### src/rtl/dmem_arb_pkg.sv
// ---------------------------------------------------------------------------
// dmem_arb_pkg
// Shared types and constants for the data-memory arbiter.
//   state_t     : arbiter FSM states (IDLE, ISSUE, WAIT, RESP)
//   OWNER_CORE  : owner encoding for the processor load/store port
//   OWNER_HOST  : owner encoding for the host/debug loader port
//   RD_LAT_MAX  : largest supported memory read latency
//   CNT_W       : width of the read-latency down-counter
// ---------------------------------------------------------------------------
package dmem_arb_pkg;

    typedef enum logic [1:0] {
        IDLE  = 2'd0,
        ISSUE = 2'd1,
        WAIT  = 2'd2,
        RESP  = 2'd3
    } state_t;

    localparam logic OWNER_CORE = 1'b0;
    localparam logic OWNER_HOST = 1'b1;

    localparam int RD_LAT_MAX = 4;
    localparam int CNT_W      = $clog2(RD_LAT_MAX + 1);

    // A doubleword access is legal only when the three low address bits are zero.
    function automatic logic is_dword_aligned(input logic [2:0] i_lsbs);
        return (i_lsbs == 3'b000);
    endfunction

endpackage

### src/rtl/dmem_arb_pick.sv
// ---------------------------------------------------------------------------
// dmem_arb_pick
// Combinational winner selection between the core and host request ports.
// Configuration macro: DMEM_ARB_CORE_PRIO_EN
//   defined   : fixed priority, the core wins every contention
//   undefined : round-robin, contention goes to the port not granted last
// Ports:
//   i_c_valid    : core request valid
//   i_h_valid    : host request valid
//   i_last_owner : owner of the previous grant (round-robin build only)
//   o_any        : at least one request is pending
//   o_winner     : selected owner (OWNER_CORE / OWNER_HOST)
// ---------------------------------------------------------------------------
module dmem_arb_pick
    import dmem_arb_pkg::*;
(
    input  logic i_c_valid,
    input  logic i_h_valid,
`ifndef DMEM_ARB_CORE_PRIO_EN
    input  logic i_last_owner,
`endif
    output logic o_any,
    output logic o_winner
);

    // A lone requester always wins; only simultaneous requests consult the policy.
    always_comb begin
        o_any    = i_c_valid | i_h_valid;
        o_winner = OWNER_CORE;
        if (i_c_valid && i_h_valid) begin
`ifdef DMEM_ARB_CORE_PRIO_EN
            o_winner = OWNER_CORE;
`else
            o_winner = (i_last_owner == OWNER_CORE) ? OWNER_HOST : OWNER_CORE;
`endif
        end else if (i_h_valid) begin
            o_winner = OWNER_HOST;
        end
    end

endmodule

### src/rtl/dmem_arbiter.sv
// ---------------------------------------------------------------------------
// dmem_arbiter
// Shares the single-port data memory between the core load/store port and
// the host/debug loader port. One request is accepted at a time; the access
// is sequenced as a write or a fixed-latency read, and a one-cycle response
// is returned to the winner. Misaligned doubleword accesses are rejected
// without touching memory.
// Configuration macro: DMEM_ARB_CORE_PRIO_EN (fixed core priority when
// defined, round-robin otherwise).
// Ports:
//   clk, reset                   : clock (rising edge), async active-low reset
//   c_req_valid/ready, c_we,     : core request handshake and payload
//   c_addr, c_wdata
//   h_req_valid/ready, h_we,     : host request handshake and payload
//   h_addr, h_wdata
//   c_rsp_valid / h_rsp_valid    : one-cycle response pulse per requester
//   rsp_rdata, rsp_err           : shared response data / misalignment error
//   mem_addr, mem_wdata,         : memory request side
//   mem_we, mem_re
//   mem_rdata                    : memory read data, RD_LAT cycles after mem_re
//   busy                         : a transaction is in flight
//   owner                        : owner of the current/last transaction
// Parameters: RD_LAT (1..RD_LAT_MAX), ADDR_W, DATA_W
// ---------------------------------------------------------------------------
module dmem_arbiter
    import dmem_arb_pkg::*;
#(
    parameter int RD_LAT = 1,
    parameter int ADDR_W = 64,
    parameter int DATA_W = 64
)(
    input  logic              clk,
    input  logic              reset,
    input  logic              c_req_valid,
    output logic              c_req_ready,
    input  logic              c_we,
    input  logic [ADDR_W-1:0] c_addr,
    input  logic [DATA_W-1:0] c_wdata,
    input  logic              h_req_valid,
    output logic              h_req_ready,
    input  logic              h_we,
    input  logic [ADDR_W-1:0] h_addr,
    input  logic [DATA_W-1:0] h_wdata,
    output logic              c_rsp_valid,
    output logic              h_rsp_valid,
    output logic [DATA_W-1:0] rsp_rdata,
    output logic              rsp_err,
    output logic [ADDR_W-1:0] mem_addr,
    output logic [DATA_W-1:0] mem_wdata,
    output logic              mem_we,
    output logic              mem_re,
    input  logic [DATA_W-1:0] mem_rdata,
    output logic              busy,
    output logic              owner
);

    state_t              r_state;
    state_t              w_next;
    logic                r_we;
    logic                r_owner;
    logic                r_err;
    logic [ADDR_W-1:0]   r_addr;
    logic [DATA_W-1:0]   r_wdata;
    logic [DATA_W-1:0]   r_rdata;
    logic [CNT_W-1:0]    r_cnt;
`ifndef DMEM_ARB_CORE_PRIO_EN
    logic                r_last_owner;
`endif
    logic                w_any;
    logic                w_winner;
    logic                w_aligned;

    assign w_aligned = is_dword_aligned(r_addr[2:0]);

    dmem_arb_pick u_pick (
        .i_c_valid    (c_req_valid),
        .i_h_valid    (h_req_valid),
`ifndef DMEM_ARB_CORE_PRIO_EN
        .i_last_owner (r_last_owner),
`endif
        .o_any        (w_any),
        .o_winner     (w_winner)
    );

    // Memory side is driven straight from the latched request so address and
    // data stay stable from ISSUE through WAIT without extra muxing.
    assign mem_addr  = r_addr;
    assign mem_wdata = r_wdata;
    assign rsp_rdata = r_rdata;
    assign rsp_err   = r_err;
    assign owner     = r_owner;
    assign busy      = (r_state != IDLE);

    always_ff @(posedge clk or negedge reset) begin
        if (!reset) begin
            r_state <= IDLE;
        end else begin
            r_state <= w_next;
        end
    end

    // Next-state and strobes. Readies exist only in IDLE, so a requester that
    // loses (or arrives while busy) simply keeps holding its request.
    always_comb begin
        w_next      = r_state;
        c_req_ready = 1'b0;
        h_req_ready = 1'b0;
        mem_we      = 1'b0;
        mem_re      = 1'b0;
        c_rsp_valid = 1'b0;
        h_rsp_valid = 1'b0;
        case (r_state)
            IDLE: begin
                if (w_any) begin
                    c_req_ready = (w_winner == OWNER_CORE);
                    h_req_ready = (w_winner == OWNER_HOST);
                    w_next      = ISSUE;
                end
            end
            ISSUE: begin
                if (!w_aligned) begin
                    w_next = RESP;
                end else if (r_we) begin
                    mem_we = 1'b1;
                    w_next = RESP;
                end else begin
                    mem_re = 1'b1;
                    w_next = WAIT;
                end
            end
            WAIT: begin
                if (r_cnt == CNT_W'(1)) begin
                    w_next = RESP;
                end
            end
            RESP: begin
                c_rsp_valid = (r_owner == OWNER_CORE);
                h_rsp_valid = (r_owner == OWNER_HOST);
                w_next      = IDLE;
            end
            default: w_next = IDLE;
        endcase
    end

    // Request latch, error flag and read-latency counter. Response data and
    // error are cleared on accept so writes and errors respond with zero data.
    always_ff @(posedge clk or negedge reset) begin
        if (!reset) begin
            r_we         <= 1'b0;
            r_owner      <= OWNER_CORE;
            r_err        <= 1'b0;
            r_addr       <= '0;
            r_wdata      <= '0;
            r_rdata      <= '0;
            r_cnt        <= '0;
`ifndef DMEM_ARB_CORE_PRIO_EN
            r_last_owner <= OWNER_HOST;
`endif
        end else begin
            case (r_state)
                IDLE: begin
                    if (w_any) begin
                        r_we    <= (w_winner == OWNER_HOST) ? h_we    : c_we;
                        r_addr  <= (w_winner == OWNER_HOST) ? h_addr  : c_addr;
                        r_wdata <= (w_winner == OWNER_HOST) ? h_wdata : c_wdata;
                        r_owner <= w_winner;
                        r_err   <= 1'b0;
                        r_rdata <= '0;
`ifndef DMEM_ARB_CORE_PRIO_EN
                        r_last_owner <= w_winner;
`endif
                    end
                end
                ISSUE: begin
                    if (!w_aligned) begin
                        r_err <= 1'b1;
                    end else if (!r_we) begin
                        r_cnt <= CNT_W'(RD_LAT);
                    end
                end
                WAIT: begin
                    // Counter value 1 marks the cycle the memory presents read data.
                    if (r_cnt == CNT_W'(1)) begin
                        r_rdata <= mem_rdata;
                    end
                    r_cnt <= r_cnt - CNT_W'(1);
                end
                default: begin
                end
            endcase
        end
    end

endmodule
### config.mk
export PLATFORM = sky130hd
export DESIGN_NAME = dmem_arbiter
export DESIGN_NICKNAME = d
export VERILOG_FILES = /design/src/rtl/dmem_arb_pkg.sv /design/src/rtl/dmem_arb_pick.sv /design/src/rtl/dmem_arbiter.sv
export SDC_FILE = /design/constraint.sdc
export NUM_CORES = 1
export LEC_CHECK = 0
export BUFFER_PORTS_ARGS = -buffer_cell sky130_fd_sc_hd__clkbuf_2
export CORE_AREA = 10 10 196 198
export CTS_BUF_LIST = sky130_fd_sc_hd__clkbuf_8
export DETAILED_ROUTE_END_ITERATION = 6
export DIE_AREA = 0 0 206 208
export PLACE_DENSITY = 0.58
export SYNTH_ARGS = -nofsm -noshare
export SYNTH_HDL_FRONTEND = slang
export SYNTH_SLANG_ARGS = --single-unit
### constraint.sdc
create_clock -name clk -period 1.9 [get_ports clk]
set_clock_uncertainty 0.1 [all_clocks]
set_input_delay 0.095 -clock clk [delete_from_list [all_inputs] [get_ports clk]]
set_output_delay 0.095 -clock clk [all_outputs]
set_load 0.05 [all_outputs]
### Yosys cells after proc, flatten, opt, wreduce, memory -nomap -nowiden

Cells that the tools add are included.

| word-level totals | value |
|---|---|
| output and inout bits | 201 |
| flip-flop bits (word level) | 201 |

| operators by class | value |
|---|---|
| reduce and logical (&&, ||, !) cells | 12 |
| mux-type cells | 32 |
| add/sub/neg operators | 1 |
| eq/ne operators | 9 |
| bitwise operators | 3 |

Operators by type and width:

| kind | count |
|---|---|
| 64-bit two-way mux | 4 |
| 64-bit case mux with 2 select lines | 1 |
| 1-bit two-way mux | 20 |
| 3-bit AND reduction | 3 |
| 2-bit inequality test, second input constant | 4 |
| 2-bit case mux with 4 select lines | 1 |
| 2-bit nonzero test | 4 |
| 3-bit two-way mux | 2 |
| 3-bit case mux with 2 select lines | 1 |
| 2-bit == test, second input constant | 2 |
| 2-bit two-way mux | 2 |
| 2-bit AND reduction | 2 |
| 3-bit by 1-bit == test with 1-bit output, second input constant | 1 |
| 3-bit zero test | 1 |
| 3-bit by 1-bit subtractor with 3-bit output, second input constant | 1 |
| 2-bit by 1-bit == test with 1-bit output, second input constant | 1 |
| 2-bit zero test | 1 |
| 2-bit by 1-bit inequality test with 1-bit output, second input constant | 1 |
| 1-bit NOT | 2 |
| 1-bit case mux with 2 select lines | 1 |
| 1-bit logical AND | 1 |
| 1-bit OR | 1 |

### Longest topological paths before layout

Gate-level depths: netlist (run 1).

| depth | value |
|---|---|
| depth after elaboration | 5 |
| gate-level depth with buffers | 9 |

### Modules after synthesis

A second synthesis (run 1) with hierarchy kept.

| unflattened totals | value |
|---|---|
| cells, all modules | 767 |
| area, all modules | 8744.6 um^2 |

Modules (own cells, without submodules):

| module | instances | cells each | area an instance (um^2) | sequential area each (um^2) |
|---|---|---|---|---|
| dmem_arbiter | 1 | 765 | 8730.9 | 5031.1 |
| dmem_arb_pick | 1 | 2 | 13.8 | 0.0 |

### Least setup slack after synthesis (run 1)

Ideal clock, no wire load.

| path | value |
|---|---|
| path type | reg-to-reg |
| start point | reg r_state[0] |
| end point | reg r_addr[0], in the netlist mem_addr[0] |
| setup slack | -0.295 ns |
| period minus slack after synthesis | 2.195 ns |
| data required time | 1.731 ns |
| stages on the path, launching flop included | 8 |
| arrival | 2.026 ns |
| library setup time | 0.069 ns |
| cells stage by stage | dfrtp_1 > inv_1 > ha_1 > buf_4 > nand2_1 > a21oi_2 > clkbuf_1 > a221o_1 |

| between the ends | value |
|---|---|
| longest elaborated chain between the ends | 2 |

RTL lines:

| item | RTL line | RTL |
|---|---|---|
| start, declared | dmem_arbiter.sv:57 | `state_t r_state;` |
| start signal, assigned | dmem_arbiter.sv:98 | `r_state <= w_next;` |
| 2-bit zero test | dmem_arbiter.sv:160 | `case (r_state)` |
| 2-bit AND reduction (no line) | - |  |
| end signal, assigned | dmem_arbiter.sv:164 | `r_addr <= (w_winner == OWNER_HOST) ? h_addr : c_addr;` |
| end, declared | dmem_arbiter.sv:62 | `logic [ADDR_W-1:0] r_addr;` |

Every way passes these cells.
A chain may end at the register's enable or synchronous reset.

### Worst setup path after layout (run 1)

| path | value |
|---|---|
| start point | reg r_state[1] |
| end point | reg r_rdata[26], in the netlist rsp_rdata[26] |

| between the ends | value |
|---|---|
| longest elaborated chain between the ends | 3 |
| elaborated cells on any way between the ends | 7 |
| those cells by class | eq/ne: 3; mux: 1; reduce/logical: 3 |

RTL lines:

| item | RTL line | RTL |
|---|---|---|
| 2-bit == test / 2-bit zero test (equally long branches) | dmem_arbiter.sv:160 |  |
| 2-bit inequality test (no line) (tied with other cells) | - |  |
| 3-bit AND reduction (no line) | - |  |
| end signal, assigned | dmem_arbiter.sv:184 | `r_rdata <= mem_rdata;` |
| end, declared | dmem_arbiter.sv:64 | `logic [DATA_W-1:0] r_rdata;` |

Several ways; a longest one is shown, not always the timed one.

==> impl_metrics.tcl, run 1 <==
set metrics [dict create \
    dieArea_mm2 0.0428 \
    timing_hold_violations_final 0 \
    slew_headroom_pct 56.2 \
    post-route-min-period_ns 2.04 \
    timing.hold.worst.class "input pin to flop" \
    floorplan_core_area_mm2 0.0344 \
    vias_per_cell 4.76 \
    synth.lib_cells_used.distinct 40 \
    layout.core_utilization_pct 48.7 \
    crit_required_ns 2.22 \
    total_power_w 0.0285 \
    fmax_mhz 490 \
    path_cells "inv_2 > ha_4 > buf_4 > or3b_4 > and3_4 > buf_6 > buf_6 > a22o_1" \
    syn_area_per_cell_um2 11.5 \
    place_inst 1708 \
    final.setup.tns_ns -13.56 \
    start_util_pct 24.6 \
    fillerInstances 2967 \
    grt_first_pass_wirelength_um 64300 \
    drcViolationCount 0 \
    initial_antenna_violation_count 10 \
    critPathMostFrequentCell "buf_6" \
    data_arrival_time_at_the_worst_slack_endpoint_ns 2.37 \
    cts_inserted_buffers 36 \
    synth_enable_flop_cells 0 \
    finalNetCount 1975 \
    crit_path_end_kind "flop" \
    place_worst_setup_slack_ns 0.0151 \
    ctsLongestPathBuffers 3 \
    run_status "finished with violations" \
    p_leak_nw 8.39 \
    final_critical_path_setup_slack_ns -0.142 \
    maximum_number_of_pins_on_one_net_before_global_route_repair 52 \
    die_width_um 206 \
    clock_sinks 201 \
    synth.top_cell.area_share_pct 59.1 \
    mappedNetlistNets 1070 \
    yosysWarnings 0 \
    ant_nets 0 \
    finalWeightedCongestion 0.816 \
    synthesis.instances 738 \
    synthToLayoutAreaGrowth_pct 97.6 \
    fp.dieH_um 208 \
    yosys.area.top_type "dfrtp_1" \
    clock_transition_at_path_regs_ns 0.06 \
    root_buffer "clkbuf_8" \
    hpwl_um 27500 \
    tightest_slew_ns 0.655 \
    power.switching_w 0.0142 \
    drt-wirelength-per-cell_um 20.8 \
    drt_pre_antenna_iters 5 \
    first_global_vias 11100 \
    timing_max_transition_violations_final 0 \
    mappedNetlistArea_mm2 0.00847 \
    synthArstFlopShare_pct 100 \
    insertion_delay_ns 0.54 \
    crit_slowest_cell "dfrtp_1" \
    clock_tree_from_tritoncts "built" \
    share_seq_of_total_power_pct 25.6 \
    irDropWorstVdd_mv 1.45 \
    failed_checks "negative setup slack" \
    cellPowerDensity_mw_per_mm2 1700 \
    timing.critical_path.slowest_cell_delay_ns 0.40 \
    ios 527 \
    final-setup-viol-count 181 \
    worst_setup_path_start_kind "flop" \
    overflow 0 \
    grt_setup_unrepaired "true" \
    htreeDepth 2 \
    period_share_pct 107 \
    io_buffer_count 526 \
    power.share.combinational_pct 60.0 \
    drt_wl_total_um 44300 \
    synth-seq-area-share_pct 59.4 \
    r2r_slack_ns -0.14 \
    ys_top_cells_by_area "dfrtp_1, a221o_1, a22o_1" \
    crit_path_max_fanout 6 \
    worst-setup-path-type "flop to flop" \
    clock_power_share_pct 14.4 \
    flops_latches_synth 201 \
    synth_flop_cell "dfrtp_1" \
    std_cell_rows 68 \
    grt_util_overall_pct 18.8 \
    drtIter0Drc 513 \
    cell_internal_pwr_w 0.0142 \
    drive_gt1_share_pct 41.2 \
    route.vias.total 10100 \
    drv.max_cap_violation_count 0 \
    power.switching_fraction_pct 50.0 \
    final_cell_count_without_fillers 2133 \
]
## critical path: cells and delay by family (launching register included)
kind                       cells  cell delay (ns)
DFF                            1             0.40
adders and majority gates      1             0.15
buffers and inverters          4             0.45
and+or+nand+nor                2             0.63
AOI/OAI and AO/OA              1             0.21
## logic make-up (layout without fill, tap and decap cells)
| group | count (synthesis) | in the layout | share of synthesized area (%) |
|---|---|---|---|
| compound gates | 263 | 263 | 23.9 |
| fa+ha+maj | 6 | 6 | 0.887 |
| buf+inv | 70 | 1000 | 4.05 |
| flops | 201 | 201 | 59.4 |
| mux | 2 | 2 | 0.251 |
| other cells | 0 | 10 | 0 |
| simple gates | 196 | 196 | 11.5 |
## sequential cells by signal (all words and copies together) (netlist names)
| register | cells |
|---|---|
| r_last_owner | 1 |
| mem_wdata | 64 |
| r_state | 2 |
| rsp_err | 1 |
| owner | 1 |
| mem_addr | 64 |
| r_cnt | 3 |
| rsp_rdata | 64 |
| r_we | 1 |
## per-layer routing
layer | GRT usage [%] | vias to the layer above | wire, µm
met1 | 20.9 | 4867 | 16600
met2 | 31.2 | 621 | 21500
met4 | 9.76 | 0 | 1910
li1 | - | 4529 | -
met3 | 6.57 | 131 | 4280
met5 | 0 | - | 0
## power by group through the flow
stage / sequential (W) / clock (W) / combinational [W]
2_1_floorplan: 0.0129 / 0 / 0.00460
3_3_place_gp: 0.00725 / 0 / 0.0146
3_5_place_dp: 0.00721 / 0 / 0.0149
4_1_cts: 0.00723 / 0.00423 / 0.0159
5_1_grt: 0.00747 / 0.00440 / 0.0179
6_report: 0.00730 / 0.00410 / 0.0171
## stage by stage
| step | cell area, µm² | hold WS, ns |
|---|---|---|
| global placement | 12100 | 0.00750 |
| CTS | 16300 | 0.175 |
| finish | 16700 | 0.225 |
| floorplan | 8490 | -0.301 |
| detailed placement | 12100 | 0.00843 |
| global route | 16700 | 0.212 |
## placed cells by master (no fill, tap or decap), types with 2 or more instances in the layout
cell type	synthesis	routed
buf_4	1	30
a21oi_1	100	90
buf_16	0	2
diode_2	0	10
buf_12	0	25
dlygate4sd3_1	0	326
nand2_1	53	52
buf_6	7	9
dfrtp_2	0	2
inv_2	0	2
clkbuf_16	0	12
o2111ai_1	2	2
or2_2	2	2
a221o_1	81	81
dfrtp_1	200	198
inv_1	9	18
nor2b_1	2	2
ha_1	6	5
a21oi_2	1	8
clkinv_2	0	5
a22o_1	64	64
clkbuf_8	0	49
and2_1	33	33
clkbuf_2	0	518
o21ai_0	2	2
and2_0	50	50
a21oi_4	0	3
nor2_1	49	49
a31oi_1	2	2
## worst paths after layout
kind | from | end | depth (start not counted)
setup reg to reg | r_state[1]$_DFFE_PN0P_ | rsp_rdata[26]$_DFFE_PN0P_ | 8
min in group asynchronous | reset | mem_addr[12]$_DFFE_PN0P_ | 3
setup / recovery | r_state[1]$_DFFE_PN0P_ | rsp_rdata[26]$_DFFE_PN0P_ | 8
hold / removal | c_addr[39] | mem_addr[39]$_DFFE_PN0P_ | 4
max in group asynchronous | reset | rsp_rdata[10]$_DFFE_PN0P_ | 4
hold reg to reg | rsp_rdata[30]$_DFFE_PN0P_ | rsp_rdata[30]$_DFFE_PN0P_ | 1
## timing repair
action	CTS	global route
hold endpoints to repair	396	0
cloned	2	14
pin swaps	26	27
buffers inserted	8	2
gates resized for setup	27	19
setup endpoints to repair	41	200
hold buffers	327	0
## synth_stat cells (2+ instances only)
cell and instances:
nor3_1 2, a31oi_1 2, dfrtp_1 200, buf_2 19, and2_0 50, clkbuf_1 30, buf_1 4, or2_2 2
nor2b_1 2, a221o_1 81, nor2_1 49, o2111ai_1 2, nand2_1 53, a21oi_1 100, buf_6 7, o21ai_0 2
ha_1 6, a22o_1 64, and3_1 2, and2_1 33, inv_1 9
## layout make-up
class / instances / area [µm²] / area share (%)
inverter: 9 / 36.3 / 0.217
clock buffer: 45 / 619 / 3.70
sequential: 201 / 5030 / 30.1
antenna: 10 / 25.0 / 0.150
multi-input combinational: 467 / 3230 / 19.3
timing repair buffer: 928 / 7120 / 42.5
clock inverter: 18 / 100 / 0.598
tap: 455 / 569 / 3.40
No activity file was read; power rests on OpenSTA's default activity.
==> inputs of run 2 (changes only) <==
GPL_TIMING_DRIVEN = 0   (was unset)
==> impl_metrics.tcl, run 2 (synthesized netlist as in run 1, its figures left out) <==
set metrics [dict create \
    run_status "finished with violations" \
    failed_checks "negative setup slack" \
    r2r-end "rsp_rdata[3]$_DFFE_PN0P_" \
    final_critical_path_setup_slack_ns -0.148 \
    finalWeightedCongestion 0.836 \
    critical_path.startpoint "r_state[0]$_DFFE_PN0P_" \
    io_buffer_count 525 \
    worst-setup-path-type "flop to flop" \
    drt_wl_total_um 43900 \
    post-route-min-period_ns 2.05 \
    drive_gt1_share_pct 41.8 \
    ios 527 \
    drt_pre_antenna_iters 5 \
    finalNetCount 1986 \
    irDropWorstVdd_mv 1.36 \
    worst_setup_path_start_kind "flop" \
    place_inst 1719 \
    ctsLongestPathBuffers 3 \
    layout.cells.most_common_list "clkbuf_2, dlygate4sd3_1, dfrtp_1" \
    vias_per_cell 4.68 \
    insertion_delay_ns 0.55 \
    cts_inserted_buffers 37 \
    start_util_pct 24.6 \
    maximum_number_of_pins_on_one_net_before_global_route_repair 104 \
    grt_first_pass_wirelength_um 65900 \
    post-route-cell-area_mm2 0.0164 \
    worstSetupEndpoint "rsp_rdata[3]$_DFFE_PN0P_" \
    r2r_slack_ns -0.15 \
    timing.critical_path.buf_inv 2 \
    root_buffer "clkbuf_8" \
    first_global_vias 11100 \
    final_cell_count_without_fillers 2141 \
    p_leak_nw 8.23 \
    drcViolationCount 0 \
    crit_slowest_cell "or3b_4" \
    fp.dieH_um 208 \
    timing.critical_path.slowest_cell_delay_ns 0.46 \
    std_cell_rows 68 \
    clock_sinks 201 \
    fmax_mhz 488 \
    ant_nets 0 \
    drtIter0Drc 546 \
    tightest_slew_ns 0.911 \
    crit_required_ns 2.22 \
    place_worst_setup_slack_ns -0.674 \
    crit_path_max_fanout 6 \
    route.vias.total 10000 \
    grt_util_overall_pct 19.5 \
    data_arrival_time_at_the_worst_slack_endpoint_ns 2.36 \
    drt-wirelength-per-cell_um 20.5 \
    path_cells "inv_2 > ha_4 > or3b_4 > and3_4 > clkbuf_16 > a22o_1" \
    final.setup.tns_ns -5.71 \
    timing.hold.worst.class "input pin to async pin" \
    synthToLayoutAreaGrowth_pct 93.9 \
    r2r_start "r_state[0]$_DFFE_PN0P_" \
    clock_transition_at_path_regs_ns 0.06 \
    htreeDepth 2 \
    drv.max_cap_violation_count 0 \
    cellPowerDensity_mw_per_mm2 1690 \
    dieArea_mm2 0.0428 \
    worst-r2r-cell-count 6 \
    timing_hold_violations_final 0 \
    period_share_pct 108 \
    layout.core_utilization_pct 47.8 \
    crit_path_end_kind "flop" \
    die_width_um 206 \
    cp.depth 6 \
    floorplan_core_area_mm2 0.0344 \
    hpwl_um 29000 \
    placedInstanceArea_mm2 0.0117 \
    timing_max_transition_violations_final 0 \
    clock_tree_from_tritoncts "built" \
    grt_setup_unrepaired "true" \
    slew_headroom_pct 39.3 \
    family_with_the_most_delay_on_the_worst_path "simple AND/OR/NAND/NOR gates" \
    layout_commonest_cell "clkbuf_2" \
    initial_antenna_violation_count 10 \
    overflow 0 \
    final-setup-viol-count 71 \
]
==> run 2: cell count changes in the layout (fill, tap and decap cells not counted), sizes merged <==
cell / change
clkbuf: +20
bufinv: -1
buf: -10
clkinvlp: +1
inv: -4
and3: +2
==> run 2: metal layers <==
| layer | vias to the layer above | part of all wire [%] | track usage (%) |
|---|---|---|---|
| li1 | 4560 | - | - |
| met1 | 4807 | 38 | 22.0 |
| met2 | 542 | 49 | 32.8 |
| met3 | 117 | 9.4 | 6.42 |
| met4 | 0 | 4.0 | 8.40 |
| met5 | - | 0 | 0 |
==> run 2: power breakdown <==
group / internal (W) / total [W] / switching, W
Sequential: 0.00612 / 0.00728 / 0.00116
Clock: 0.00221 / 0.00408 / 0.00187
Combinational: 0.00537 / 0.0164 / 0.0111
Total: 0.0137 / 0.0278 / 0.0141
==> run 2: through the flow <==
stage	total power [W]	hold WS [ns]
final	0.0278	0.0810
after global routing	0.0292	0.171
after CTS	0.0272	0.122
after detailed placement	0.0217	0.160
after global placement	0.0215	0.215
after floorplan	0.0175	-0.301
==> run 2: worst min-delay path by stage <==
stage / from / to / slack (ns)
after floorplan: reset / mem_addr[0]$_DFFE_PN0P_ / -0.30
after global placement: c_addr[27] / mem_addr[27]$_DFFE_PN0P_ / 0.22
after detailed placement: reset / mem_addr[46]$_DFFE_PN0P_ / 0.16
after CTS: reset / mem_addr[46]$_DFFE_PN0P_ / 0.12
after global routing: reset / mem_addr[63]$_DFFE_PN0P_ / 0.17
final: reset / mem_addr[63]$_DFFE_PN0P_ / 0.08
==> run 2: cell type report <==
cell class                      count  area [µm²]
Timing Repair Buffer              878        6310
Fill cell                        2975       18000
Multi-Input combinational cell    469        3270
Clock buffer                       47         647
Antenna cell                       10        25.0
Clock inverter                     14        62.6
Sequential cell                   201        5030
Tap cell                          455         569
Buffer                             58         464
Inverter                            9        33.8
==> run 2: what timing repair did <==
item                                   CTS  global route
setup buffers                           17             4
endpoints found under the hold margin  296             0
hold buffers                           326             0
resized for setup                       75            76
gates cloned                             2             5
setup endpoints to repair              202           191
pin swaps                                7            47
